==> config.mk <==
export PLATFORM = sky130hd
export DESIGN_NAME = alu_share_arbiter
export DESIGN_NICKNAME = d
export VERILOG_FILES = /design/src/rtl/alu_share_arbiter.sv
export SDC_FILE = /design/constraint.sdc
export NUM_CORES = 1
export LEC_CHECK = 0
export BUFFER_PORTS_ARGS = -buffer_cell sky130_fd_sc_hd__buf_2
export CELL_PAD_IN_SITES_DETAIL_PLACEMENT = 1
export CELL_PAD_IN_SITES_GLOBAL_PLACEMENT = 2
export CORE_MARGIN = 2
export CORE_UTILIZATION = 24
export CTS_CLUSTER_SIZE = 12
export DETAILED_ROUTE_END_ITERATION = 10
export GPL_ROUTABILITY_DRIVEN = 0
export PLACE_DENSITY_LB_ADDON = 0.1
export SYNTH_ARGS = -nofsm -noshare
export SYNTH_HDL_FRONTEND = slang
export SYNTH_SLANG_ARGS = --single-unit
==> constraint.sdc <==
create_clock -name clk -period 1.64 [get_ports clk]
set_input_delay 0.164 -clock clk [delete_from_list [all_inputs] [get_ports clk]]
set_output_delay 0.164 -clock clk [all_outputs]
set_load 0.01 [all_outputs]
==> src/rtl/alu_share_arbiter.sv <==
// Round-robin sharing of one combinational 4-bit ALU between two requesters,
// with registered issue/capture and a valid/ready response. Optional: ALU_SHARE_MUL_EN.
module alu_share_arbiter #(
    parameter bit RR_INIT   = 1'b0,
    parameter bit IDLE_ZERO = 1'b1
) (
    input  logic        clk,
    input  logic        rst_n,
    input  logic        req0_valid,
    output logic        req0_ready,
    input  logic [3:0]  req0_a,
    input  logic [3:0]  req0_b,
    input  logic [4:0]  req0_op,
    input  logic        req1_valid,
    output logic        req1_ready,
    input  logic [3:0]  req1_a,
    input  logic [3:0]  req1_b,
    input  logic [4:0]  req1_op,
    output logic [12:0] alu_in,
    input  logic [3:0]  alu_result,
    input  logic        alu_carry,
    output logic        resp_valid,
    input  logic        resp_ready,
    output logic        resp_id,
    output logic [3:0]  resp_result,
    output logic        resp_carry,
    output logic        busy
);

    typedef enum logic [3:0] {
        S_IDLE,
        S_ISSUE,
        S_CAPTURE,
`ifdef ALU_SHARE_MUL_EN
        S_MUL_INIT,
        S_MUL_ISSUE,
        S_MUL_CAPTURE,
        S_MUL_SKIP,
        S_MUL_DONE,
`endif
        S_RESP
    } state_t;

    state_t      state;
    logic        last_grant;
    logic        cur_id;
    logic        grant_id;
    logic        accept;
    logic [12:0] grant_word;

    // NOTE: every signal written in always_comb gets a default first, so no latch is inferred.
    always_comb begin
        grant_id = req1_valid;
        if (req0_valid && req1_valid) begin
            grant_id = ~last_grant;
        end
        accept     = (state == S_IDLE) && (req0_valid || req1_valid);
        grant_word = grant_id ? {req1_a, req1_b, req1_op} : {req0_a, req0_b, req0_op};
    end

    assign req0_ready = accept && !grant_id;
    assign req1_ready = accept && grant_id;

`ifdef ALU_SHARE_MUL_EN
    localparam logic [4:0] OP_ADD = 5'b10000;
    localparam logic [4:0] OP_MUL = 5'b11111;

    logic [3:0] mul_a;
    logic [3:0] mul_b;
    logic [3:0] acc;
    logic [3:0] acc_cur;
    logic [1:0] mul_i;
    logic [1:0] mul_j;
    logic [7:0] mul_shift;
    logic       ovf;
    logic       ovf_cur;
    logic       mul_last;

    // acc_cur/ovf_cur fold in the ALU output on the capture cycle so the next
    // step can be launched on the same edge that captures the previous one.
    always_comb begin
        mul_j     = (state == S_MUL_INIT) ? 2'd0 : mul_i + 2'd1;
        mul_last  = (state != S_MUL_INIT) && (mul_i == 2'd3);
        mul_shift = {4'b0000, mul_a} << mul_j;
        acc_cur   = (state == S_MUL_CAPTURE) ? alu_result : acc;
        ovf_cur   = ovf | ((state == S_MUL_CAPTURE) && alu_carry);
    end
`endif

    // NOTE: sequential state uses non-blocking assignments so every register samples pre-edge values.
    always_ff @(posedge clk or negedge rst_n) begin
        if (!rst_n) begin
            state       <= S_IDLE;
            alu_in      <= '0;
            resp_valid  <= 1'b0;
            resp_id     <= 1'b0;
            resp_result <= '0;
            resp_carry  <= 1'b0;
            busy        <= 1'b0;
            last_grant  <= RR_INIT;
            cur_id      <= 1'b0;
`ifdef ALU_SHARE_MUL_EN
            mul_a       <= '0;
            mul_b       <= '0;
            acc         <= '0;
            ovf         <= 1'b0;
            mul_i       <= '0;
`endif
        end else begin
            case (state)
                S_IDLE: begin
                    if (accept) begin
                        alu_in     <= grant_word;
                        cur_id     <= grant_id;
                        last_grant <= grant_id;
                        busy       <= 1'b1;
`ifdef ALU_SHARE_MUL_EN
                        if (grant_word[4:0] == OP_MUL) begin
                            mul_a <= grant_word[12:9];
                            mul_b <= grant_word[8:5];
                            acc   <= '0;
                            ovf   <= 1'b0;
                            mul_i <= '0;
                            state <= S_MUL_INIT;
                        end else begin
                            state <= S_ISSUE;
                        end
`else
                        state <= S_ISSUE;
`endif
                    end
                end
                S_ISSUE: state <= S_CAPTURE;
                S_CAPTURE: begin
                    resp_result <= alu_result;
                    resp_carry  <= alu_carry;
                    resp_id     <= cur_id;
                    resp_valid  <= 1'b1;
                    if (IDLE_ZERO) begin
                        alu_in <= '0;
                    end
                    state <= S_RESP;
                end
                S_RESP: begin
                    if (resp_ready) begin
                        resp_valid <= 1'b0;
                        busy       <= 1'b0;
                        state      <= S_IDLE;
                    end
                end
`ifdef ALU_SHARE_MUL_EN
                S_MUL_INIT, S_MUL_SKIP, S_MUL_CAPTURE: begin
                    acc <= acc_cur;
                    if (mul_last) begin
                        ovf   <= ovf_cur;
                        state <= S_MUL_DONE;
                    end else if (mul_b[mul_j]) begin
                        // Bits of a pushed past bit 3 by the shift are lost product weight.
                        alu_in <= {acc_cur, mul_shift[3:0], OP_ADD};
                        ovf    <= ovf_cur | (|mul_shift[7:4]);
                        mul_i  <= mul_j;
                        state  <= S_MUL_ISSUE;
                    end else begin
                        ovf   <= ovf_cur;
                        mul_i <= mul_j;
                        state <= S_MUL_SKIP;
                    end
                end
                S_MUL_ISSUE: state <= S_MUL_CAPTURE;
                S_MUL_DONE: begin
                    resp_result <= acc;
                    resp_carry  <= ovf;
                    resp_id     <= cur_id;
                    resp_valid  <= 1'b1;
                    if (IDLE_ZERO) begin
                        alu_in <= '0;
                    end
                    state <= S_RESP;
                end
`endif
                default: state <= S_IDLE;
            endcase
        end
    end

endmodule
==> results by group <==
Outcome
  • Run status: finished with violations
  • Violated checks: setup timing

Pwr
  • LEAKAGE: 0.8795 nW
  • Worst IR Drop VDD: 0.0004374 V
  • Cell Pwr Density: 1730 mW/mm2
  • Final Total Pwr: 0.003076 W

Timing
  • Final period utilization: 102.3%
  • Unrepaired setup endpoints after global routing: yes
  • Sum of negative setup slack: -0.1242 ns
  • Relative slew slack: 62.21%
  • Slew Limit Fails: 0
  • # setup viols final: 8
  • Min Tclk post-route: 1.678 ns
  • Final worst slack: -0.03774 ns
  • Min Hold Slack: 0.1164 ns
  • Setup Skew: 0.007481 ns
  • Hold Violations, Final: 0
  • Max frequency: 596.0 MHz
  • Worst Max-Slew Pin Slew: 0.5668 ns

Placement
  • HPWL after DPL: 2.609 mm
  • Count of input and output buffers: 58
  • Placed Cells: 220

Cells and area
  • FILL cells: 545
  • Fin util: 37.64%
  • Register area: 600.6 um2
  • Share of layout cells above drive strength 1: 61.59%
  • N_diodes: 0
  • Final std cells w/o fill: 231
  • Multi-input logic area: 589.3 um2
  • Nets: 205
  • Area grow syn2layout: 51.82%

Setup path
  • WS Path Type: reg2reg
  • Endpoint type of the worst setup path: flip-flop
  • CP startpoint kind: flip-flop
  • CP required: 1.80 ns
  • Critical path data arrival time: 1.84 ns
  • CP max FO: 3

Clock network
  • Root Buffer: clkbuf_8
  • H-tree depth: 1
  • Clk sink count: 24
  • Worst-skew pair later-pin latency: 0.27 ns
  • TritonCTS clock tree: done
  • Max Root-Sink Buffers: 2
  • Clock input transition at the sequential cells of the worst setup and hold paths: 0.09 ns
  • Total CTS buffers: 3

Drt
  • WL/cell: 15.69 um
  • ANT nets after route: 0
  • Vias per inst: 4.468
  • Drt pass-1 iters: 4
  • Post-route DRC: 0
  • Iter 0 DRT Violations: 29
  • Vias post-DR: 1,032
  • Post-Route WL: 3.625 mm

Job
  • Max Cap Viol: 0

Synthesis
  • Cells after synthesis: 91
  • Yosys reg bits: 24
  • Post-synth top area share: 51.28%
  • Syn Area/Cell: 12.87 um2
  • Register area share after synthesis: 51.28%
  • Synth cell count leaders: 24 x dfrtp_1, 13 x a21boi_0, 13 x a221o_1, 6 x mux2_2
  • Syn Std Cell Area: 0.001171 mm2
  • Synth Flop Type: dfrtp_1
  • Syn nets: 131
  • Syn. warnings: 0
  • Asr flop ratio synth: 100.0%
  • Leading area contributor after synthesis: dfrtp_1
  • Library cells used by synthesis: 24
  • Top post-synthesis cells by area: dfrtp_1 51%, a221o_1 11%, a21boi_0 8.3%
  • Count leader, synth: dfrtp_1
  • Post-synth EDFFs: 0

Global routing
  • Vias in the first global route: 1,164
  • Largest net degree at the start of global routing: 25
  • First-pass GRT wire length: 5.851 mm
  • GRT Overall Usage: 13.92%
  • Initial antenna violation count: 0
  • GRT overflow: 0

Floorplanning
  • Site Rows: 25
  • Initial Util: 24.79%
  • Core Box Area: 0.004723 mm2
  • Die Wd: 73.86 um
  • Die Ht: 73.86 um
  • I/O Pins: 59
  • Die area: 0.005455 mm2

Hold path
  • Hold crit path type: in2reg
==> metrics by stage <==
step | setup WS, ns | instance area [um2]
after floorplan | 0.00001910 | 1174
after CTS | -0.05051 | 1710
after global routing | -0.1044 | 1778
after detailed placement | -0.3018 | 1584
after global placement | -0.1949 | 1584
final | -0.03774 | 1778
==> layout make-up <==
type | count | area share [%]
Inverter | 4 | 0.8445
Multi-Input combinational cell | 59 | 33.15
Sequential cell | 24 | 33.78
Tap cell | 67 | 4.715
Timing Repair Buffer | 73 | 24.42
Clock buffer | 4 | 3.096
==> layer usage <==
| metal | wire, um | part of all wire (%) | vias up | track usage (%) |
|---|---|---|---|---|
| met2 | 1717 | 47 | 38 | 21.43 |
| met1 | 1708 | 47 | 501 | 19.81 |
| li1 | - | - | 491 | - |
| met3 | 175 | 4.8 | 2 | 2.195 |
| met4 | 24 | 0.66 | 0 | 4.646 |
| met5 | 0 | 0 | - | 0 |
==> power breakdown <==
| part | total (W) | internal, W | switching [W] |
|---|---|---|---|
| Clock | 0.000408 | 0.000214 | 0.000194 |
| Combinational | 0.00170 | 0.000889 | 0.000814 |
| Sequential | 0.000965 | 0.000824 | 0.000141 |
==> repair_timing <==
| action | 4_1_cts | 5_1_grt |
|---|---|---|
| setup endpoints to repair | 16 | 18 |
| endpoints found under the hold margin | 24 | 0 |
| hold buffers | 1 | 0 |
| cloned | 0 | 1 |
| pin swaps | 2 | 0 |
| setup buffers | 2 | 3 |
| resized for setup | 20 | 8 |
==> state kept, by name (all words and copies together), names as in the netlist <==
register     count
resp_id          1
resp_result      4
state            2
resp_valid       1
cur_id           1
busy             1
resp_carry       1
alu_in          13
==> worst max-delay path, stage by stage (launching register included) <==
cell,delay [ns]
dfrtp_1,0.41
inv_2,0.09
ha_4,0.15
buf_6,0.09
or3b_4,0.38
a21boi_4,0.16
mux2_4,0.30
==> cells in the final DEF, fill, tap and decap left out, drive strengths merged, types with 2 or more instances in the layout <==
master	instances
inv	4
o21ai	2
a221o	13
dfrtp	24
clkbuf	4
mux2	8
buf	72
a21boi	14
a21oi	2
a211oi	2
ha	4
or2	2
nand2	4
==> cell families (layout without fill, tap and decap cells) <==
logic type	count (synthesis)	after routing	share of synthesized area [%]
AOI/OAI and AO/OA	37	37	27.67
muxes	9	9	9.188
adders and majority gates	4	4	4.274
buffers and inverters	9	81	3.952
DFF	24	24	51.28
and+or+nand+nor	8	9	3.632
==> final timing paths <==
kind	start	slack, ns	endpoint	depth (start not counted)
worst max-delay path	state[0]$_DFFE_PN0P_	-0.04	state[0]$_DFFE_PN0P_	6
worst min-delay path	req1_op[0]	0.12	alu_in[0]$_DFFE_PN0P_	2
worst max register to register	state[0]$_DFFE_PN0P_	-0.04	state[0]$_DFFE_PN0P_	6
worst min register to register	resp_valid$_DFFE_PN0P_	0.49	resp_valid$_DFFE_PN0P_	2
max in group asynchronous	rst_n	0.83	resp_result[1]$_DFFE_PN0P_	2
min in group asynchronous	rst_n	0.43	alu_in[2]$_DFFE_PN0P_	2
(Power assumes the default switching activity.)
